--- src/rtl/run_status_display_pkg.sv ---
// run_status_display_pkg -- segment glyphs, blank pattern and the slot
// one-hot helper shared by run_status_display and its seg7 decoder.
// Segment bit order everywhere is {a,b,c,d,e,f,g,dp}, active high.
package run_status_display_pkg;

    // Widest digit bank the one-hot helper can describe.
    localparam int MAX_DIG = 32;

    localparam logic [7:0] SEG_BLANK = 8'h00;

    // Status glyphs shown while halted (H, L, t) and while running (r, u, n).
    localparam logic [7:0] GLYPH_H = 8'b01101110;
    localparam logic [7:0] GLYPH_L = 8'b00011100;
    localparam logic [7:0] GLYPH_T = 8'b00011110;
    localparam logic [7:0] GLYPH_R = 8'b00001010;
    localparam logic [7:0] GLYPH_U = 8'b00111000;
    localparam logic [7:0] GLYPH_N = 8'b00101010;

    // Active-high one-hot of a slot index; callers keep the low NDIG bits.
    function automatic logic [MAX_DIG-1:0] slot_onehot(input int unsigned slot);
        return MAX_DIG'(1) << slot;
    endfunction

endpackage

--- src/rtl/run_status_display_seg7.sv ---
// seg7 -- hex nibble to seven-segment decoder, one per display bank.
// With RUN_STATUS_DISPLAY_BCD_EN defined only 0-9 decode; 10-15 blank.
module seg7
    import run_status_display_pkg::*;
(
    input  logic [3:0] num,
    input  logic       display,
    output logic [7:0] seg
);

    // Decode the nibble into segment lines, blank when display is low.
    always_comb begin
        // NOTE: seg gets a value before any branch so no path leaves it unassigned (no latch).
        seg = SEG_BLANK;
        if (display) begin
            case (num)
                4'h0: seg = 8'hFC;
                4'h1: seg = 8'h60;
                4'h2: seg = 8'hDA;
                4'h3: seg = 8'hF2;
                4'h4: seg = 8'h66;
                4'h5: seg = 8'hB6;
                4'h6: seg = 8'hBE;
                4'h7: seg = 8'hE0;
                4'h8: seg = 8'hFE;
                4'h9: seg = 8'hF6;
`ifdef RUN_STATUS_DISPLAY_BCD_EN
                default: seg = SEG_BLANK;
`else
                4'hA: seg = 8'hEE;
                4'hB: seg = 8'h3E;
                4'hC: seg = 8'h9C;
                4'hD: seg = 8'h7A;
                4'hE: seg = 8'h9E;
                4'hF: seg = 8'h8E;
`endif
            endcase
        end
    end

endmodule

--- src/rtl/run_status_display.sv ---
// run_status_display -- free-running run counter shown on two multiplexed
// seven-segment banks: bank B shows the low counter nibbles, bank A shows
// higher nibbles plus a three-glyph run/halt status word.
// Optional build macro RUN_STATUS_DISPLAY_BCD_EN turns the counter into a
// decimal (BCD) counter; undefined gives a binary counter with hex digits.
module run_status_display
    import run_status_display_pkg::*;
#(
    parameter int NDIG     = 4,
    parameter int SCAN_DIV = 1024,
    parameter int CNT_W    = 32
) (
    input  logic              clock,
    input  logic              reset,
    input  logic              halting,
    input  logic              clear,
    output logic [7:0]        led1,
    output logic [7:0]        led2,
    output logic [2*NDIG-1:0] led_sel
);

    localparam int SLOT_W = $clog2(NDIG);
    localparam int DIV_W  = (SCAN_DIV > 1) ? $clog2(SCAN_DIV) : 1;
    localparam int NNIB   = CNT_W / 4;

    localparam logic [DIV_W-1:0]  DIV_LAST  = DIV_W'(SCAN_DIV - 1);
    localparam logic [SLOT_W-1:0] SLOT_LAST = SLOT_W'(NDIG - 1);
    localparam logic [SLOT_W-1:0] SLOT_G2   = SLOT_W'(NDIG - 2);
    localparam logic [SLOT_W-1:0] SLOT_G3   = SLOT_W'(NDIG - 3);

    logic [CNT_W-1:0]  cnt;
    logic [CNT_W-1:0]  cnt_inc;
    logic [CNT_W-1:0]  snap;
    logic [CNT_W-1:0]  frame_src;
    logic [DIV_W-1:0]  div;
    logic [SLOT_W-1:0] slot;
    logic [SLOT_W-1:0] slot_nx;
    logic              blank;
    logic              tick;
    logic              enter0;
    logic [3:0]        nib_a;
    logic [3:0]        nib_b;
    logic [7:0]        seg_a_dig;
    logic [7:0]        seg_b_dig;
    logic [7:0]        seg_a_nx;
    logic [NDIG-1:0]   sel_oh;

`ifdef RUN_STATUS_DISPLAY_BCD_EN
    logic carry;

    // Decimal increment: each nibble rolls 9 -> 0 and carries upward.
    always_comb begin
        cnt_inc = cnt;
        carry   = 1'b1;
        for (int i = 0; i < NNIB; i++) begin
            if (carry) begin
                if (cnt[4*i +: 4] >= 4'd9) begin
                    cnt_inc[4*i +: 4] = 4'd0;
                end else begin
                    cnt_inc[4*i +: 4] = cnt[4*i +: 4] + 4'd1;
                    carry             = 1'b0;
                end
            end
        end
    end
`else
    assign cnt_inc = cnt + CNT_W'(1);
`endif

    // Run counter: clear wins, otherwise count while not halting.
    always_ff @(posedge clock or posedge reset) begin
        // NOTE: clocked state uses non-blocking assignments so every register samples pre-edge values.
        if (reset) begin
            cnt <= '0;
        end else if (clear) begin
            cnt <= '0;
        end else if (!halting) begin
            cnt <= cnt_inc;
        end
    end

    assign tick    = (div == DIV_LAST);
    // The first advance after reset lands on slot 0 so a frame always starts there.
    assign slot_nx = blank ? '0 : ((slot == SLOT_LAST) ? '0 : slot + 1'b1);
    assign enter0  = tick && (slot_nx == '0);
    // Slot 0 shows the counter being captured this edge, later slots the snapshot.
    assign frame_src = enter0 ? cnt : snap;
    assign sel_oh    = NDIG'(slot_onehot(32'(slot_nx)));

    // Scan divider: one slot period is SCAN_DIV clocks.
    always_ff @(posedge clock or posedge reset) begin
        if (reset) begin
            div <= '0;
        end else begin
            div <= tick ? '0 : div + 1'b1;
        end
    end

    // Frame snapshot taken as the scan enters slot 0.
    always_ff @(posedge clock or posedge reset) begin
        if (reset) begin
            snap <= '0;
        end else if (enter0) begin
            snap <= cnt;
        end
    end

    // Pick the nibble each bank shows in the upcoming slot; out-of-range nibbles read 0.
    always_comb begin
        nib_a = 4'd0;
        nib_b = 4'd0;
        for (int i = 0; i < NNIB; i++) begin
            if (i == int'(slot_nx)) begin
                nib_b = frame_src[4*i +: 4];
            end
            if (i == NDIG + int'(slot_nx)) begin
                nib_a = frame_src[4*i +: 4];
            end
        end
    end

    seg7 u_seg_a (
        .num     (nib_a),
        .display (1'b1),
        .seg     (seg_a_dig)
    );

    seg7 u_seg_b (
        .num     (nib_b),
        .display (1'b1),
        .seg     (seg_b_dig)
    );

    // Top three bank A slots carry the status word sampled from live halting.
    always_comb begin
        seg_a_nx = seg_a_dig;
        if (slot_nx == SLOT_LAST) begin
            seg_a_nx = halting ? GLYPH_H : GLYPH_R;
        end else if (slot_nx == SLOT_G2) begin
            seg_a_nx = halting ? GLYPH_L : GLYPH_U;
        end else if (slot_nx == SLOT_G3) begin
            seg_a_nx = halting ? GLYPH_T : GLYPH_N;
        end
    end

    // Slot, blank flag, segments and selects all move together on the slot tick.
    always_ff @(posedge clock or posedge reset) begin
        if (reset) begin
            slot    <= '0;
            blank   <= 1'b1;
            led1    <= SEG_BLANK;
            led2    <= SEG_BLANK;
            led_sel <= '1;
        end else if (tick) begin
            slot    <= slot_nx;
            blank   <= 1'b0;
            led1    <= seg_a_nx;
            led2    <= seg_b_dig;
            led_sel <= ~{sel_oh, sel_oh};
        end
    end

endmodule

--- config.mk ---
export PLATFORM = sky130hd
export DESIGN_NAME = run_status_display
export DESIGN_NICKNAME = d
export VERILOG_FILES = /design/src/rtl/run_status_display_pkg.sv /design/src/rtl/run_status_display_seg7.sv /design/src/rtl/run_status_display.sv
export SDC_FILE = /design/constraint.sdc
export NUM_CORES = 1
export LEC_CHECK = 0
export ABC_CLOCK_PERIOD_IN_PS = 7570
export CORE_MARGIN = 3
export CORE_UTILIZATION = 63
export CTS_CLUSTER_SIZE = 10
export DETAILED_ROUTE_END_ITERATION = 10
export HOLD_SLACK_MARGIN = 0.03
export PLACE_DENSITY = 0.83
export SYNTH_ARGS = -nofsm -noshare
export SYNTH_HDL_FRONTEND = slang
export SYNTH_SLANG_ARGS = --single-unit
--- constraint.sdc ---
create_clock -name clock -period 7.57 [get_ports clock]
set_clock_uncertainty 0.15 [all_clocks]
set_input_delay 1.1355 -clock clock [delete_from_list [all_inputs] [get_ports clock]]
set_output_delay 1.1355 -clock clock [all_outputs]
set_load 0.02 [all_outputs]
==> results of run 1 <==
[cells by family (layout without fill, tap and decap cells)]
logic type                 after synthesis  count (layout)
DFF                                     95              95
other                                    1               2
xor gates and xnor gates                35              35
buffers and inverters                   50              61
AOI/OAI and AO/OA                       83              83
and+or+nand+nor                        246             246
muxes                                   22              22
adders and majority gates               16              16
[path summary, 6_finish.rpt]
kind | start | endpoint | slack, ns | cells after the start
worst min-delay path | snap[20] | snap[20] | 0.32 | 2
worst max-delay path | div[0] | led2[4] | 3.51 | 12
min in group asynchronous | reset | snap[7] | 1.01 | 2
max in group asynchronous | reset | snap[24] | 5.15 | 3
worst min register to register | snap[20] | snap[20] | 0.32 | 2
worst max register to register | div[0] | led2[4] | 3.51 | 12
[sequential cells by signal (all words and copies together), names as in the netlist]
signal   flops
led1         7
blank        1
slot         2
cnt         32
div         10
led_sel      4
led2         7
snap        32
[final cells by class]
type | count | area (µm²) | share of cell area [%]
inverters | 17 | 65.06 | 1.183
flip-flops and latches | 95 | 2384 | 43.33
clock buffers | 9 | 123.9 | 2.252
well taps | 102 | 127.6 | 2.320
repair buffers | 28 | 272.8 | 4.958
clock inverters | 7 | 47.55 | 0.8642
multi-input cells | 404 | 2481 | 45.10
[Yosys cell counts (3+ instances only)]
library cell	number
and2_1	4
mux2i_1	11
and4_1	6
xnor2_1	11
nor3_1	8
nor2b_1	6
o22ai_1	4
dfrtp_1	90
buf_6	3
and3_1	8
mux2_2	9
nand4_1	13
ha_1	16
dfstp_2	5
o21ai_0	20
buf_2	7
nor2_1	58
clkbuf_1	16
inv_1	17
buf_4	6
a21oi_1	12
nor4_1	4
nand2_1	112
xor2_1	24
o22a_1	8
a211oi_1	3
a31oi_1	5
or3_1	4
nand3_1	15
nand2b_1	5
o211ai_1	5
[critical path, delay by kind of cell, from the launching register on]
family	cells	cell delay [ns]
AOI/OAI and AO/OA	4	1.06
and+or+nand+nor	3	0.97
muxes	2	0.68
adders and majority gates	2	0.62
DFF	1	0.43
buffers and inverters	1	0.07
[routing by layer]
layer	track usage [%]	vias up
li1	-	1889
met1	35.64	1886
met2	38.68	117
met3	4.535	20
met4	10.90	0
met5	0	-
[report_power, final]
part | internal [mW] | leakage, nW | switching (mW)
Combinational | 0.00357 | 1.17 | 0.0154
Clock | 0.120 | 0.0858 | 0.185
Sequential | 0.508 | 1.27 | 0.00201
Total | 0.632 | 2.53 | 0.202
[per-stage QoR]
stage | cells | total power [mW] | utilization [%]
floorplan | 549 | 0.5343 | -
global placement | 646 | 0.5393 | 68.27
detailed placement | 646 | 0.5400 | 68.27
CTS | 662 | 0.8401 | 70.46
global route | 662 | 0.8664 | 70.46
finish | 662 | 0.8341 | 70.46
==> flow_summary.toml, run 1 <==
[setup_path]
worstPathRequired_ns = 7.74
cp.arrival_ns = 4.23
end_kind = "flip-flop"
path_common_cell = "ha_1"
critical-path-max-stage-delay_ns = 0.49
crit_type = "reg2reg"
cp_cell_sequence = "ha_1, and2_1, nand4_4, mux2_4, a22o_1, a222oi_1, mux2i_1, ha_1, inv_1, nor2_1, a2111oi_0, a211o_1"
startpoint_type = "flip-flop"
cp_slowest_cell = "nand4_4"
critPathMaxFanout = 32

[placed_design]
post-place-ws_ns = 3.269
placed_area_um2 = 5330
io_buffers = 25
dp_hpwl_mm = 7.381
gp_congestion = 0.8438

[routing]
drt_iter0_drc = 238
num_vias = 3912
met2_length_mm = 5.069
ant_nets = 0
route.detailed.drc = 0
wl_per_cell_um = 16.09
totalWireLength_mm = 10.65
highest_layer = "met4"
wl_met3_um = 550
drt-met1-wl_mm = 4.811
first_pass_iters = 5
vias_per_cell = 5.909

[sta]
max_freq_mhz = 246.3
setup_violations = 0
slew_headroom_pct = 27.48
worstMarginPinSlew_ns = 1.084
final_hold_viol_count = 0
fin_hold_ws_ns = 0.3179
period_share_pct = 53.64
layout_setup_ws_ns = 3.510
rsz0062_at_grt = "false"
slew_violations = 0
fin_crit_ns = 4.060
fin_setup_tns_ns = 0

[clock_tree]
clock_sinks = 95
hold_buffers = 0
ctsResizeCount = 0
numCtsBuffers = 9
cts_max_level = 3
cts_setup_buffers = 0
worstSkewPairLatency_ns = 0.37
cts_root_buf = "clkbuf_8"
path_clk_slew_ns = 0.10
cts_tree = "built"
clockBufferDepth = 2

[synth]
synth_seq_cells = 95
ys.warnings.count = 0
synth-seq-area-share_pct = 46.76
synthArstFlopShare_pct = 100.0
muxShareOfSynthArea_pct = 4.664
synthAdderAreaFrac_pct = 3.927
synth_top_area_share_pct = 44.18
synth_cell_types = 57
synth_compound_area_share_pct = 11.86
synthTopCellsByArea = "dfrtp_1 (44%), nand2_1 (8.2%), nor2_1 (4.3%)"
synth-main-ff-cell = "dfrtp_1"
syn_area_um2 = 5097
synth_top_family_by_area = "simple AND/OR/NAND/NOR gates"
synth_edf_count = 0
syn_area_per_cell_um2 = 9.302
synth_top_cell_by_area = "dfrtp_1"
synth_xor_area_share_pct = 6.014
syn-instance-count = 548
yosys.area_share.simple_pct = 21.94

[global_routing]
grt_pass1_wl_mm = 17.94
antenna_found_initial = 0
grt_usage_pct = 25.36
grt_max_degree = 58
first_global_vias = 3655
grt_overflow = 0

[floorplanning]
core-area_um2 = 7807
rows = 32
io_pins = 28
die_y_um = 95.95
die_w_um = 95.95
start_util_pct = 65.29
dieArea_um2 = 9206

[pwr]
power.density_nw_per_um2 = 151.6
p_leak_nw = 2.529
irDropWorstVdd_mv = 0.1011

[cells_and_area]
fillers = 605
layout_common_cells = "nand2_1 (112), dfrtp_1 (90), nor2_1 (58)"
design_area_um2 = 5502
fin_nets = 575
synthToLayoutAreaGrowth_pct = 7.928
final_common_cell = "nand2_1"
layout-drive-gt1-share_pct = 7.857
diodes = 0

[run_status]
status = "completed"

[job]
cap_viol_max_count = 0

[min_path]
min_path_type = "reg2reg"
Power figures use the tool's default switching activity.
==> run 2, diff against run 1 <==
--- a/config.mk
+++ b/config.mk
@@ -5,13 +5,13 @@
 export SDC_FILE = /design/constraint.sdc
 export NUM_CORES = 1
 export LEC_CHECK = 0
-export ABC_CLOCK_PERIOD_IN_PS = 7570
+export ABC_CLOCK_PERIOD_IN_PS = 3560
 export CORE_MARGIN = 3
-export CORE_UTILIZATION = 63
+export CORE_UTILIZATION = 54
 export CTS_CLUSTER_SIZE = 10
 export DETAILED_ROUTE_END_ITERATION = 10
 export HOLD_SLACK_MARGIN = 0.03
-export PLACE_DENSITY = 0.83
+export PLACE_DENSITY = 0.76
 export SYNTH_ARGS = -nofsm -noshare
 export SYNTH_HDL_FRONTEND = slang
 export SYNTH_SLANG_ARGS = --single-unit
==> constraint.sdc (replaced) <==
create_clock -name clock -period 3.56 [get_ports clock]
set_clock_uncertainty 0.15 [all_clocks]
set_input_delay 0.534 -clock clock [delete_from_list [all_inputs] [get_ports clock]]
set_output_delay 0.534 -clock clock [all_outputs]
set_load 0.02 [all_outputs]
==> flow_summary.toml, run 2 (synthesis results as in run 1) <==
[floorplanning]
core-area_um2 = 8934
dieArea_um2 = 10640
start_util_pct = 57.06
die_w_um = 103.2
rows = 34
io_pins = 28
die_y_um = 103.2

[setup_path]
cp.arrival_ns = 3.44
startpoint_type = "flip-flop"
critPathMaxFanout = 31
r2r-end = "led1[1]"
r2r_cells = 14
reg2reg_slack_ns = 0.29
crit_type = "reg2reg"
worstPathRequired_ns = 3.73
r2r_start = "div[0]"
end_kind = "flip-flop"

[clock_tree]
cts_tree = "built"
numCtsBuffers = 9
hold_buffers = 0
ctsResizeCount = 0
cts_max_level = 3
path_clk_slew_ns = 0.11
clock_sinks = 95
cts_setup_buffers = 0
cts_root_buf = "clkbuf_8"
clockBufferDepth = 2
worstSkewPairLatency_ns = 0.38

[cells_and_area]
synthToLayoutAreaGrowth_pct = 9.966
final_common_cell = "nand2_1"
diodes = 0
layout_common_cells = "nand2_1 (112), dfrtp_1 (90), nor2_1 (58)"
largest_registers = "cnt (32), snap (32), div (10)"
design_area_um2 = 5605
layout-drive-gt1-share_pct = 9.474
fin_nets = 585
fillers = 714

[sta]
fin_setup_tns_ns = 0
slew_headroom_pct = 47.79
final_hold_viol_count = 0
max_freq_mhz = 306.2
slew_violations = 0
setup_violations = 0
worstMarginPinSlew_ns = 0.7831
fin_crit_ns = 3.266
period_share_pct = 91.73
rsz0062_at_grt = "false"

[min_path]
hp-start = "snap[18]"
holdPathEnd = "snap[18]"
min_path_type = "reg2reg"
hold_depth = 2

[pwr]
power.density_nw_per_um2 = 322.0
irDropWorstVdd_mv = 0.1700
pwr-share-clk_pct = 37.4
p_int_mw = 1.353
switching_share_pct = 25.04
power_frac_seq_pct = 60.1
p_leak_nw = 2.582
power_frac_comb_pct = 2.5
p_sw_mw = 0.4518

[global_routing]
use_met3_pct = 3.924
met1_usage_pct = 30.85
grt_pass1_wl_mm = 18.26
use_met2_pct = 33.65
first_global_vias = 3680
grt_usage_pct = 21.94
antenna_found_initial = 0
grt_max_degree = 62
grt_busiest_layer = "met2"
grt_overflow = 0

[placed_design]
gp_congestion = 0.9464
io_buffers = 25
dp_hpwl_mm = 7.644
placed_area_um2 = 5425

[routing]
wl_per_cell_um = 16.09
first_pass_iters = 5
drt_iter0_drc = 280
totalWireLength_mm = 10.91
vias_per_cell = 5.777
num_vias = 3917
route.detailed.drc = 0
ant_nets = 0

[run_status]
status = "completed"

[job]
cap_viol_max_count = 0
## run 2: critical path, stage by stage (launching register included)
cell and delay (ns):
dfrtp_1 0.43, ha_1 0.31, and2_1 0.24, nand4_4 0.10, buf_4 0.32, mux2_2 0.39
o22ai_1 0.11, buf_4 0.17, inv_1 0.09, ha_1 0.23, nand2_1 0.08, a21oi_1 0.07
a211oi_1 0.26, o211ai_1 0.13, nand4_1 0.12
## run 2: worst max path at each step
stage               startpoint  endpoint  slack [ns]
floorplan                reset    cnt[0]        0.41
global placement        div[0]   led1[1]        0.49
detailed placement      div[0]   led1[1]        0.34
CTS                     div[0]   led1[1]        0.32
global route            div[0]   led2[4]        0.05
finish                  div[0]   led1[1]        0.29
## run 2: per-stage QoR
stage	utilization [%]	setup slack [ns]	hold WS (ns)	power [mW]	std cells
detailed placement	60.73	0.3389	0.2978	1.153	662
CTS	62.73	0.3197	0.3189	1.815	678
floorplan	-	0.4073	0.2812	1.136	549
global placement	60.73	0.4887	0.2915	1.151	662
global route	62.75	0.05474	0.3343	1.863	678
finish	62.75	0.2945	0.3192	1.805	678
## run 2: per-layer routing
| layer | up-vias | wire (µm) | share of wire (%) |
|---|---|---|---|
| met1 | 1856 | 5140 | 47 |
| met4 | 0 | 214 | 2.0 |
| met3 | 21 | 551 | 5.1 |
| met5 | - | 0 | 0 |
| met2 | 126 | 5001 | 46 |
| li1 | 1914 | - | - |
## run 2: final cells by class
class | instances | area (µm²) | share of cell area (%)
Timing Repair Buffer | 38 | 360.3 | 6.429
Tap cell | 108 | 135.1 | 2.411
Inverter | 17 | 65.06 | 1.161
Clock buffer | 9 | 123.9 | 2.210
Multi-Input combinational cell | 404 | 2482 | 44.29
Sequential cell | 95 | 2384 | 42.52
Clock inverter | 7 | 55.05 | 0.9821
## run 2: power groups by stage
stage,Clock [mW],Sequential (mW),Combinational (mW)
detailed placement,0,1.11,0.0465
finish,0.675,1.09,0.0444
global placement,0,1.11,0.0454
CTS,0.683,1.09,0.0467
global route,0.725,1.09,0.0519
floorplan,0,1.10,0.0319
==> run 3, diff against run 2 <==
--- a/config.mk
+++ b/config.mk
@@ -7,9 +7,10 @@
 export LEC_CHECK = 0
 export ABC_CLOCK_PERIOD_IN_PS = 3560
 export CORE_MARGIN = 3
-export CORE_UTILIZATION = 54
+export CORE_UTILIZATION = 58
 export CTS_CLUSTER_SIZE = 10
 export DETAILED_ROUTE_END_ITERATION = 10
+export DONT_BUFFER_PORTS = 1
 export HOLD_SLACK_MARGIN = 0.03
 export PLACE_DENSITY = 0.76
 export SYNTH_ARGS = -nofsm -noshare
==> constraint.sdc (replaced) <==
create_clock -name clock -period 3.56 [get_ports clock]
set_clock_uncertainty 0.15 [all_clocks]
set_input_delay 0.534 -clock clock [delete_from_list [all_inputs] [get_ports clock]]
set_output_delay 0.534 -clock clock [all_outputs]
set_load 0.01 [all_outputs]
==> flow_summary.toml, run 3 (synthesis results as in run 1) <==
[run_status]
status = "completed"

[setup_path]
end_kind = "flip-flop"
cp_cell_sequence = "ha_1, and2_1, nand4_4, buf_4, mux2_2, o22ai_1, buf_4, inv_1, ha_1, nand2_1, a21oi_1, a211oi_1, o211ai_1, nand4_1"
crit_type = "reg2reg"
cp.arrival_ns = 3.40
path_buf_inv = 3
critPathMaxFanout = 31
cp_top_family = "compound AO/OA/AOI/OAI gates"
worstPathRequired_ns = 3.72
startpoint_type = "flip-flop"
critical-path-max-stage-delay_ns = 0.44
cp_slowest_cell = "dfrtp_1"

[floorplanning]
io_pins = 28
rows = 33
core-area_um2 = 8382
dieArea_um2 = 9949
die_w_um = 99.75
start_util_pct = 60.82
die_y_um = 99.75

[routing]
ant_nets = 0
route.detailed.drc = 0
vias_per_cell = 6.032
drt_iter0_drc = 249
num_vias = 3927
totalWireLength_mm = 10.82
wl_per_cell_um = 16.62
first_pass_iters = 7

[cells_and_area]
layout-drive-gt1-share_pct = 10.26
multi_input_area_um2 = 2489
final_common_cell = "nand2_1"
final-seq-area_um2 = 2384
largest_registers = "cnt (32), snap (32), div (10)"
fin_util_pct = 64.34
synthToLayoutAreaGrowth_pct = 5.793
layout_common_cells = "nand2_1 (112), dfrtp_1 (90), nor2_1 (58)"
diodes = 0
fillers = 672
fin_nets = 561

[clock_tree]
cts_tree = "built"
numCtsBuffers = 9
clock_sinks = 95
clockBufferDepth = 2
cts_setup_buffers = 0
worstSkewPairLatency_ns = 0.36
path_clk_slew_ns = 0.12
cts_max_level = 3
cts_root_buf = "clkbuf_8"

[placed_design]
gp_congestion = 0.9025
post-place-ws_ns = 0.2993
dp_hpwl_mm = 7.585
io_buffers = 0

[sta]
fin_crit_ns = 3.245
period_share_pct = 91.14
worstMarginPinSlew_ns = 0.7929
max_freq_mhz = 308.2
rsz0062_at_grt = "false"
fin_setup_tns_ns = 0
slew_violations = 0
slew_headroom_pct = 47.14
final_hold_viol_count = 0
layout_setup_ws_ns = 0.3154
setup_violations = 0

[pwr]
total_power_mw = 1.881
irDropWorstVdd_mv = 0.1990
p_leak_nw = 2.512
power.density_nw_per_um2 = 348.8

[global_routing]
antenna_found_initial = 0
grt_pass1_wl_mm = 18.42
grt_usage_pct = 22.94
grt_overflow = 0
first_global_vias = 3812
grt_max_degree = 38

[job]
cap_viol_max_count = 0

[min_path]
min_path_type = "in2reg"
[run 3: cell types whose count changed in the layout (fill, tap and decap cells not counted), moves of 2 or more]
cell             delta
clkdlybuf4s50_1    -25
clkinv_2            -2
inv_6               -3
inv_8               +2
[run 3: routing by layer]
metal,GRT usage [%],wire (µm)
met1,31.58,4792
met2,36.53,5120
met3,4.979,739
met4,6.933,168
met5,0,0
[run 3: repair_timing]
action | in CTS | in global routing
endpoints found under the setup margin | 0 | 1
resized for setup | 0 | 3
hold endpoints to repair | 34 | 0
hold buffers | 1 | 0
[run 3: power breakdown]
part           internal (mW)  total (mW)  switching, mW
clock                  0.357       0.765          0.408
sequential              1.08        1.08        0.00386
combinational        0.00642      0.0317         0.0253
[run 3: worst paths after layout]
path                          from  slack (ns)  cells after the start  endpoint
max                         div[0]        0.32                     14   led1[1]
min                          clear        0.08                      1   cnt[25]
max reg2reg                 div[0]        0.32                     14   led1[1]
min reg2reg                snap[5]        0.33                      2   snap[5]
max in group asynchronous    reset        1.92                      3  snap[11]
min in group asynchronous    reset        0.52                      2   led1[6]
[run 3: final cells by class]
type                            count  area share, %
Inverter                           17          1.230
Clock inverter                      6          1.439
Sequential cell                    95          44.20
Clock buffer                       10          2.552
Multi-Input combinational cell    404          46.15
Timing Repair Buffer               14          1.995
Tap cell                          105          2.436
[run 3: per-stage QoR]
step | area (µm²) | hold WS, ns | std cells
2_1_floorplan | 5101 | 0.2812 | 549
3_3_place_gp | 5160 | 0.2911 | 634
3_5_place_dp | 5160 | 0.3059 | 634
4_1_cts | 5385 | 0.07002 | 651
5_1_grt | 5393 | 0.06095 | 651
6_report | 5393 | 0.08204 | 651
